**src/rtl/m_receiver.sv**
```systemverilog
// Manchester frame receiver: bit recovery, sync lock, length header, payload strobes, stats.
// Optional CRC-8 trailer check is built when M_RECEIVER_CRC8_EN is defined.
module m_receiver #(
  parameter int BIT_CYCLES = 8,
  parameter int MAX_LEN    = 1024
) (
  input  logic        i_clk,
  input  logic        i_rst,
  input  logic        i_rx,
  output logic [7:0]  o_data,
  output logic        o_data_valid,
  output logic        o_frame_start,
  output logic        o_frame_done,
  output logic        o_frame_err,
  output logic [15:0] o_data_size,
  output logic [7:0]  o_frames_count,
  output logic [7:0]  o_status
);

  localparam int CW = $clog2(2 * BIT_CYCLES);
  localparam logic [CW-1:0] Q3 = CW'(3 * BIT_CYCLES / 4);
  localparam logic [CW-1:0] Q5 = CW'(5 * BIT_CYCLES / 4);
  localparam logic [16:0] MAXL = 17'(MAX_LEN);

  typedef enum logic [2:0] {
    S_IDLE, S_HUNT, S_LEN_LO, S_LEN_HI,
    S_PAYLOAD, S_CRC, S_DONE, S_ERR
  } state_e;

`ifdef M_RECEIVER_CRC8_EN
  localparam state_e S_TAIL = S_CRC;
`else
  localparam state_e S_TAIL = S_DONE;
`endif

  logic          rx_s1_q, rx_s2_q, rx_prev_q;
  logic [CW-1:0] cnt_q, cnt_d;
  logic          lock_q, lock_d;
  logic          bit_v, bit_val, tmo, rx_edge;

  state_e        state_q, state_d;
  logic [7:0]    sh_q, sh_d, nxt_sh;
  logic [2:0]    bcnt_q, bcnt_d;
  logic [7:0]    lenlo_q, lenlo_d;
  logic [15:0]   rem_q, rem_d;
  logic [7:0]    data_q, data_d;
  logic          valid_q, valid_d;
  logic          start_q, start_d;
  logic [15:0]   size_q, size_d;
  logic [7:0]    fcnt_q, fcnt_d;
  logic [4:0]    status_q, status_d;
  logic [2:0]    cause_q, cause_d;
  logic          drain_q, drain_d;

`ifdef M_RECEIVER_CRC8_EN
  logic [7:0]    crc_q, crc_d;

  function automatic logic [7:0] crc8(input logic [7:0] c,
                                      input logic [7:0] d);
    logic [7:0] x;
    x = c ^ d;
    for (int i = 0; i < 8; i++)
      x = x[7] ? ((x << 1) ^ 8'h07) : (x << 1);
    return x;
  endfunction
`endif

  assign rx_edge = rx_s2_q ^ rx_prev_q;
  assign bit_val = rx_s2_q;
  assign nxt_sh  = {bit_val, sh_q[7:1]};

  // Mid-bit edge tracker: boundary edges fall before the 3/4 window.
  always_comb begin
    bit_v  = 1'b0;
    tmo    = 1'b0;
    lock_d = lock_q;
    cnt_d  = cnt_q;
    if (!lock_q) begin
      cnt_d = '0;
      if (rx_edge) begin
        bit_v  = 1'b1;
        lock_d = 1'b1;
      end
    end else if (cnt_q > Q5) begin
      tmo    = 1'b1;
      lock_d = 1'b0;
      cnt_d  = '0;
    end else begin
      cnt_d = cnt_q + 1'b1;
      if (rx_edge && cnt_q >= Q3) begin
        bit_v = 1'b1;
        cnt_d = '0;
      end
    end
  end

  always_comb begin
    state_d  = state_q;
    sh_d     = sh_q;
    bcnt_d   = bcnt_q;
    lenlo_d  = lenlo_q;
    rem_d    = rem_q;
    data_d   = data_q;
    size_d   = size_q;
    fcnt_d   = fcnt_q;
    status_d = status_q;
    cause_d  = cause_q;
    drain_d  = tmo ? 1'b0 : drain_q;
    valid_d  = 1'b0;
    start_d  = 1'b0;
`ifdef M_RECEIVER_CRC8_EN
    crc_d    = crc_q;
`endif
    unique case (state_q)
      S_IDLE: begin
        if (bit_v && !drain_q) begin
          sh_d    = nxt_sh;
          state_d = S_HUNT;
        end
      end
      S_HUNT: begin
        if (tmo) begin
          state_d = S_IDLE;
        end else if (bit_v) begin
          sh_d = nxt_sh;
          if (nxt_sh == 8'hD5) begin
            start_d     = 1'b1;
            status_d[0] = 1'b1;
            bcnt_d      = '0;
            state_d     = S_LEN_LO;
`ifdef M_RECEIVER_CRC8_EN
            crc_d       = '0;
`endif
          end
        end
      end
      S_LEN_LO, S_LEN_HI, S_PAYLOAD: begin
        if (tmo) begin
          cause_d = 3'b001;
          state_d = S_ERR;
        end else if (bit_v) begin
          sh_d   = nxt_sh;
          bcnt_d = bcnt_q + 3'd1;
          if (bcnt_q == 3'd7) begin
`ifdef M_RECEIVER_CRC8_EN
            crc_d = crc8(crc_q, nxt_sh);
`endif
            if (state_q == S_LEN_LO) begin
              lenlo_d = nxt_sh;
              state_d = S_LEN_HI;
            end else if (state_q == S_LEN_HI) begin
              size_d = {nxt_sh, lenlo_q};
              rem_d  = size_d;
              if ({1'b0, size_d} > MAXL) begin
                cause_d = 3'b010;
                state_d = S_ERR;
              end else if (size_d == 16'd0) begin
                state_d = S_TAIL;
              end else begin
                state_d = S_PAYLOAD;
              end
            end else begin
              data_d  = nxt_sh;
              valid_d = 1'b1;
              rem_d   = rem_q - 16'd1;
              if (rem_d == 16'd0) state_d = S_TAIL;
            end
          end
        end
      end
`ifdef M_RECEIVER_CRC8_EN
      S_CRC: begin
        if (tmo) begin
          cause_d = 3'b001;
          state_d = S_ERR;
        end else if (bit_v) begin
          sh_d   = nxt_sh;
          bcnt_d = bcnt_q + 3'd1;
          if (bcnt_q == 3'd7) begin
            if (nxt_sh == crc_q) begin
              state_d = S_DONE;
            end else begin
              cause_d = 3'b100;
              state_d = S_ERR;
            end
          end
        end
      end
`endif
      S_DONE: begin
        fcnt_d   = fcnt_q + 8'd1;
        status_d = 5'b00010;
        drain_d  = 1'b1;
        state_d  = S_IDLE;
      end
      S_ERR: begin
        status_d = {cause_q, 2'b00};
        // A timeout already means the line is idle; nothing left to drain.
        drain_d  = ~cause_q[0];
        state_d  = S_IDLE;
      end
      default: state_d = S_IDLE;
    endcase
  end

  always_ff @(posedge i_clk or posedge i_rst) begin
    if (i_rst) begin
      rx_s1_q   <= 1'b0;
      rx_s2_q   <= 1'b0;
      rx_prev_q <= 1'b0;
      cnt_q     <= '0;
      lock_q    <= 1'b0;
      state_q   <= S_IDLE;
      sh_q      <= '0;
      bcnt_q    <= '0;
      lenlo_q   <= '0;
      rem_q     <= '0;
      data_q    <= '0;
      valid_q   <= 1'b0;
      start_q   <= 1'b0;
      size_q    <= '0;
      fcnt_q    <= '0;
      status_q  <= '0;
      cause_q   <= '0;
      drain_q   <= 1'b0;
`ifdef M_RECEIVER_CRC8_EN
      crc_q     <= '0;
`endif
    end else begin
      rx_s1_q   <= i_rx;
      rx_s2_q   <= rx_s1_q;
      rx_prev_q <= rx_s2_q;
      cnt_q     <= cnt_d;
      lock_q    <= lock_d;
      state_q   <= state_d;
      sh_q      <= sh_d;
      bcnt_q    <= bcnt_d;
      lenlo_q   <= lenlo_d;
      rem_q     <= rem_d;
      data_q    <= data_d;
      valid_q   <= valid_d;
      start_q   <= start_d;
      size_q    <= size_d;
      fcnt_q    <= fcnt_d;
      status_q  <= status_d;
      cause_q   <= cause_d;
      drain_q   <= drain_d;
`ifdef M_RECEIVER_CRC8_EN
      crc_q     <= crc_d;
`endif
    end
  end

  assign o_data         = data_q;
  assign o_data_valid   = valid_q;
  assign o_frame_start  = start_q;
  assign o_frame_done   = (state_q == S_DONE);
  assign o_frame_err    = (state_q == S_ERR);
  assign o_data_size    = size_q;
  assign o_frames_count = fcnt_q;
  assign o_status       = {3'b000, status_q};

endmodule

```
**config.mk**
```make
export PLATFORM = sky130hd
export DESIGN_NAME = m_receiver
export DESIGN_NICKNAME = d
export VERILOG_FILES = /design/src/rtl/m_receiver.sv
export SDC_FILE = /design/constraint.sdc
export NUM_CORES = 1
export LEC_CHECK = 0
export BUFFER_PORTS_ARGS = -buffer_cell sky130_fd_sc_hd__buf_2
export CAP_MARGIN = 20
export CORE_ASPECT_RATIO = 0.8
export CORE_MARGIN = 2
export CORE_UTILIZATION = 25
export CTS_BUF_LIST = sky130_fd_sc_hd__clkbuf_4 sky130_fd_sc_hd__clkbuf_8
export DETAILED_ROUTE_END_ITERATION = 12
export PLACE_DENSITY_LB_ADDON = 0.12
export SYNTH_ARGS = -nofsm -noshare
export SYNTH_HDL_FRONTEND = slang
export SYNTH_SLANG_ARGS = --single-unit
export TNS_END_PERCENT = 20
```
**constraint.sdc**
```tcl
create_clock -name i_clk -period 6.2 [get_ports i_clk]
set_input_delay 0.62 -clock i_clk [delete_from_list [all_inputs] [get_ports i_clk]]
set_output_delay 0.62 -clock i_clk [all_outputs]
set_load 0.01 [all_outputs]
```
## Yosys cells after proc, flatten, opt, wreduce, memory -nomap -nowiden

Cells that the tools add are included.

| operators by class | value |
|---|---|
| equality and inequality tests | 22 |
| bitwise gates (word level) | 5 |
| reduce and logical (&&, ||, !) cells | 27 |
| multiplexer cells | 58 |
| $lt $le $gt $ge | 3 |
| $add $sub $neg | 4 |

Operator list:

| operator | number |
|---|---|
| 2-to-1 mux 3 bit | 21 |
| logical NOT 16 bit | 2 |
| AND reduction 6 bit | 5 |
| 2-to-1 mux 8 bit | 3 |
| 2-to-1 mux 1 bit | 22 |
| greater-than comparator 16 x 11 -> 1 bit, second input constant | 1 |
| 2-to-1 mux 16 bit | 1 |
| inequality test 2 bit, second input constant | 8 |
| one-hot mux 8 bit (2 select lines) | 1 |
| nonzero test 2 bit | 8 |
| subtractor 16 x 1 -> 16 bit, second input constant | 1 |
| == test 3 bit, second input constant | 4 |
| 2-to-1 mux 4 bit | 3 |
| inequality test 3 bit, second input constant | 4 |
| AND reduction 5 bit | 2 |
| one-hot mux 3 bit (3 select lines) | 1 |
| adder 8 x 1 -> 8 bit, second input constant | 1 |
| == test 8 bit, second input constant | 1 |
| one-hot mux 4 bit (2 select lines) | 1 |
| AND reduction 4 bit | 2 |
| == test 3 x 2 -> 1 bit, second input constant | 2 |
| one-hot mux 3 bit (2 select lines) | 1 |
| inequality test 5 bit, second input constant | 1 |
| adder 4 x 1 -> 4 bit, second input constant | 1 |
| 16 further kinds | 22 |

| storage, ports and cells | value |
|---|---|
| logic and storage cells | 138 |
| output and inout bits | 44 |
| register bits | 89 |

## Longest topological paths before layout

| depth | value |
|---|---|
| word-level depth | 9 |
| depth in mapped cells | 10 |
| depth with buffers taken out | 8 |

## Worst setup path after synthesis

OpenSTA, ideal clock, no wires.

| path | value |
|---|---|
| path type | register to register |
| start | register rem_q[0] |
| end | register rem_q[14] |
| cell stages (with the launch flop) | 9 |
| slack | 3.986 ns |
| clock period less this slack | 2.214 ns |
| data required time | 6.077 ns |
| data arrival time | 2.091 ns |
| library setup time | 0.123 ns |
| cells stage by stage | dfrtp_1 inv_1 ha_1 or3b_1 buf_2 or4_4 o31a_1 o21ai_1 o21ai_1 |

| on the way | value |
|---|---|
| cells in the longest elaborated chain, start to end | 2 |

Ends and longest elaborated chain:

| element | RTL line | RTL |
|---|---|---|
| start: declaration | 45 | `logic [15:0] rem_q, rem_d;` |
| start signal: assignment | 239 | `rem_q <= rem_d;` |
| subtractor 16 x 1 -> 16 bit | 165 | `rem_d = rem_q - 16'd1;` |
| 2-to-1 mux 16 bit | 151 | `end else if (state_q == S_LEN_HI) begin` |

No other way between the ends.
A chain may end at the register's enable or synchronous reset.

## Final worst setup path

| path | value |
|---|---|
| start | register state_q[2] |
| end | register rem_q[10] |

| on the way | value |
|---|---|
| cells in the longest elaborated chain, start to end | 3 |
| elaborated cells on any way between the ends | 7 |
| classes of those cells | 3 x eq/ne; 1 x mux; 1 x bitwise; 2 x reduce/logical |

Ends and longest elaborated chain:

| element | RTL line | RTL |
|---|---|---|
| start: declaration | 41 | `state_e state_q, state_d;` |
| start signal: assignment | 235 | `state_q <= state_d;` |
| == test 3 x 2 -> 1 bit (tied with other cells) | 114, 148 |  |
| OR reduction 3 bit or inverter 1 bit (tied branches) | n/a |  |
| AND reduction 5 bit (no source line) | n/a |  |

Several ways; a longest one is shown, not always the timed one.

==> impl_results.md <==
- Most common cell after layout, fill and taps aside: dfrtp_1
- Via/cell ratio: 4.58
- Antenna Cells: 0
- Power Density: 310 nW/um2
- Final worst slack: 3.29 ns
- Ports: 47
- Area after DPL: 4530 um2
- Drt total wl: 10200 um
- Hold WS: 0.286 ns
- Peak VDD IR: 148 uV
- Total number of vias: 2933
- Layout area overhead: 14.3%
- Max_cap viols: 0
- Worst Max-Slew Pin Slew: 1.02 ns
- Via count of the first global-routing pass: 2865
- CTS root buffer: clkbuf_8
- RSZ-0062 raised after global routing: false
- Status: complete, no violations
- Post-route antenna net violation count: 0
- Post-synthesis sequential area ratio: 51.9%
- Commonest non-fill, non-tap cells in the layout: 86 x dfrtp_1, 42 x buf_2, 35 x mux2_2, 34 x nor2_1, 29 x nand2_1
- Post-synth EDFFs: 0
- Final GP Congestion: 0.844
- Placed instance count: 624
- Die area: 17600 um2
- Finished Cell Area: 4740 um2
- Multi-input combinational cell area: 1850 um2
- Layout Cells excl Fill: 640
- Reg area: 2150 um2
- Die Wd: 148 um
- First-pass DRT Iterations: 4
- Synth Cell Area: 4150 um2
- Htree depth: 3
- Max Freq: 344 MHz
- Final setup TNS: 0 ns
- Total gr overflow: 0
- Design Power: 1.47 mW
- Clk pin slew, worst setup/hold paths: 0.09 ns
- Final worst path period share: 46.9%
- Distinct cell type count after synthesis: 60
- Clk_skew: 0.0135 ns
- Cts bufs inserted: 9
- Largest net degree at the start of global routing: 55
- Initial core utilization: 25.3%
- Core Area: 16400 um2
- First-pass GRT wire length: 16400 um
- Fill cells: 1735
- Ys async rst share: 100%
- Worst endpoint required time: 6.44 ns
- Setup crit end kind: register
- Max Slew Vio Count: 0
- CP max FO: 21
- PostCTS Resize Cnt: 0
- Critical path arrival: 3.15 ns
- Final setup viols: 0
- Synthesized area per cell: 10.9 um2
- Hold WC Path Type: in2async
- Iter 0 DRT Violations: 268
- Pre-CTS setup slack: 3.43 ns
- Mapped Cells: 381
- Final Util: 28.9%
- Total GRT Usage: 12.1%
- Startpoint Class: register
- DPL Wire Length: 6970 um
- Synth Flop Type: dfrtp_1
- Routed len/inst: 16.0 um
- Fin nets: 425
- I/O Buffers: 42
- Post-CTS Setup Bufs: 0
- Ys Warns: 0
- Die Y: 119 um
- TritonCTS clock tree: yes
- Clk sinks: 86
- Final Hold Viols: 0
- Max Root-Sink Buffers: 2
- DR DRC count: 0
- Cts hold-fix bufs: 0
- FP Rows: 42
- Crit Path Category: reg2reg
- Min Tclk post-route: 2.91 ns
- Skew-Pair Late Insertion Delay: 0.38 ns
- Share of cells above drive strength 1: 26.0%
- Rel. slew slack: 31.9%
- Antenna violations before repair: 0
- Number of synthesized register bits: 86
- LEAKAGE: 2.31 nW
[power breakdown]
group | total, mW | internal, mW | switching [mW]
clock | 0.423 | 0.199 | 0.224
sequential | 0.727 | 0.618 | 0.109
combinational | 0.318 | 0.135 | 0.183
[cell families (layout without fill, tap and decap cells)]
logic type	Yosys count	in the layout	share of synthesized area (%)
buffers and inverters	32	68	3.92
AND/OR/NAND/NOR	111	111	13.8
flip-flops	86	86	51.9
other	1	4	0.0904
AO/OA/AOI/OAI	88	88	13.5
multiplexers	45	45	12.2
XOR/XNOR	11	11	2.50
adder cells (fa/ha/maj)	7	7	2.11
[path summary, 6_finish.rpt]
kind	start	endpoint	slack, ns	depth (start not counted)
max	state_q[2]$_DFFE_PP0P_	rem_q[10]$_DFFE_PP0P_	3.29	5
min	i_rst	o_frames_count[7]$_DFFE_PP0P_	0.29	2
max reg2reg	state_q[2]$_DFFE_PP0P_	rem_q[10]$_DFFE_PP0P_	3.29	5
min reg2reg	rx_s1_q$_DFF_PP0_	bit_val$_DFF_PP0_	0.36	0
max in group asynchronous	i_rst	rem_q[10]$_DFFE_PP0P_	4.80	3
min in group i_clk	i_rx	rx_s1_q$_DFF_PP0_	0.36	1
[state kept, by name (all words and copies together) (netlist names), 2 cells and up]
name            flops
o_frames_count      8
cause_q             2
status_q            4
bcnt_q              3
lenlo_q             8
cnt_q               4
o_data_size        16
o_data              8
rem_q              16
sh_q                7
state_q             3
[cell usage after synthesis (2+ instances only)]
cell	instances	area [um2]
o21ai_0	24	120
nor2b_1	4	25.0
a2bb2oi_1	2	17.5
clkbuf_1	9	33.8
o21ai_1	2	10.0
xnor2_1	6	52.6
ha_1	7	87.6
mux2i_1	2	20.0
nand2_1	29	109
o22ai_1	4	25.0
mux2_1	8	90.1
a22o_1	2	17.5
nor2_1	34	128
xor2_1	4	35.0
buf_4	7	52.6
a31oi_1	2	12.5
a21oi_1	25	125
nor4_1	5	31.3
nor3b_1	3	22.5
o21a_1	2	15.0
nor4_2	2	25.0
o211ai_1	2	15.0
a22oi_1	4	30.0
o31ai_1	2	15.0
inv_1	8	30.0
mux2_2	35	394
nand3_1	3	15.0
a21boi_0	2	15.0
o2bb2ai_1	2	17.5
a221o_1	2	20.0
buf_2	7	35.0
nor3_1	12	60.1
or4_1	2	15.0
dfrtp_1	86	2150
nand4_1	6	37.5
[critical path, cell delays in order (launching register included)]
cell and delay, ns:
dfrtp_1 0.52, nor2b_1 0.40, nand2_1 0.49, a21oi_1 0.95, o21ai_0 0.23, o2bb2ai_1 0.19
[layout make-up]
| cell class | count | area share (%) |
|---|---|---|
| repair buffers | 44 | 4.75 |
| inverters | 8 | 0.660 |
| clock buffers | 10 | 2.90 |
| multi-input cells | 266 | 39.0 |
| clock inverters | 6 | 1.45 |
| flip-flops and latches | 86 | 45.4 |
| well taps | 220 | 5.81 |
[per-layer routing]
layer	track usage [%]	routed length (um)
met1	17.9	5250
met2	17.1	4400
met3	3.95	489
met4	2.68	95
met5	0	0
(Power assumes the default switching activity.)
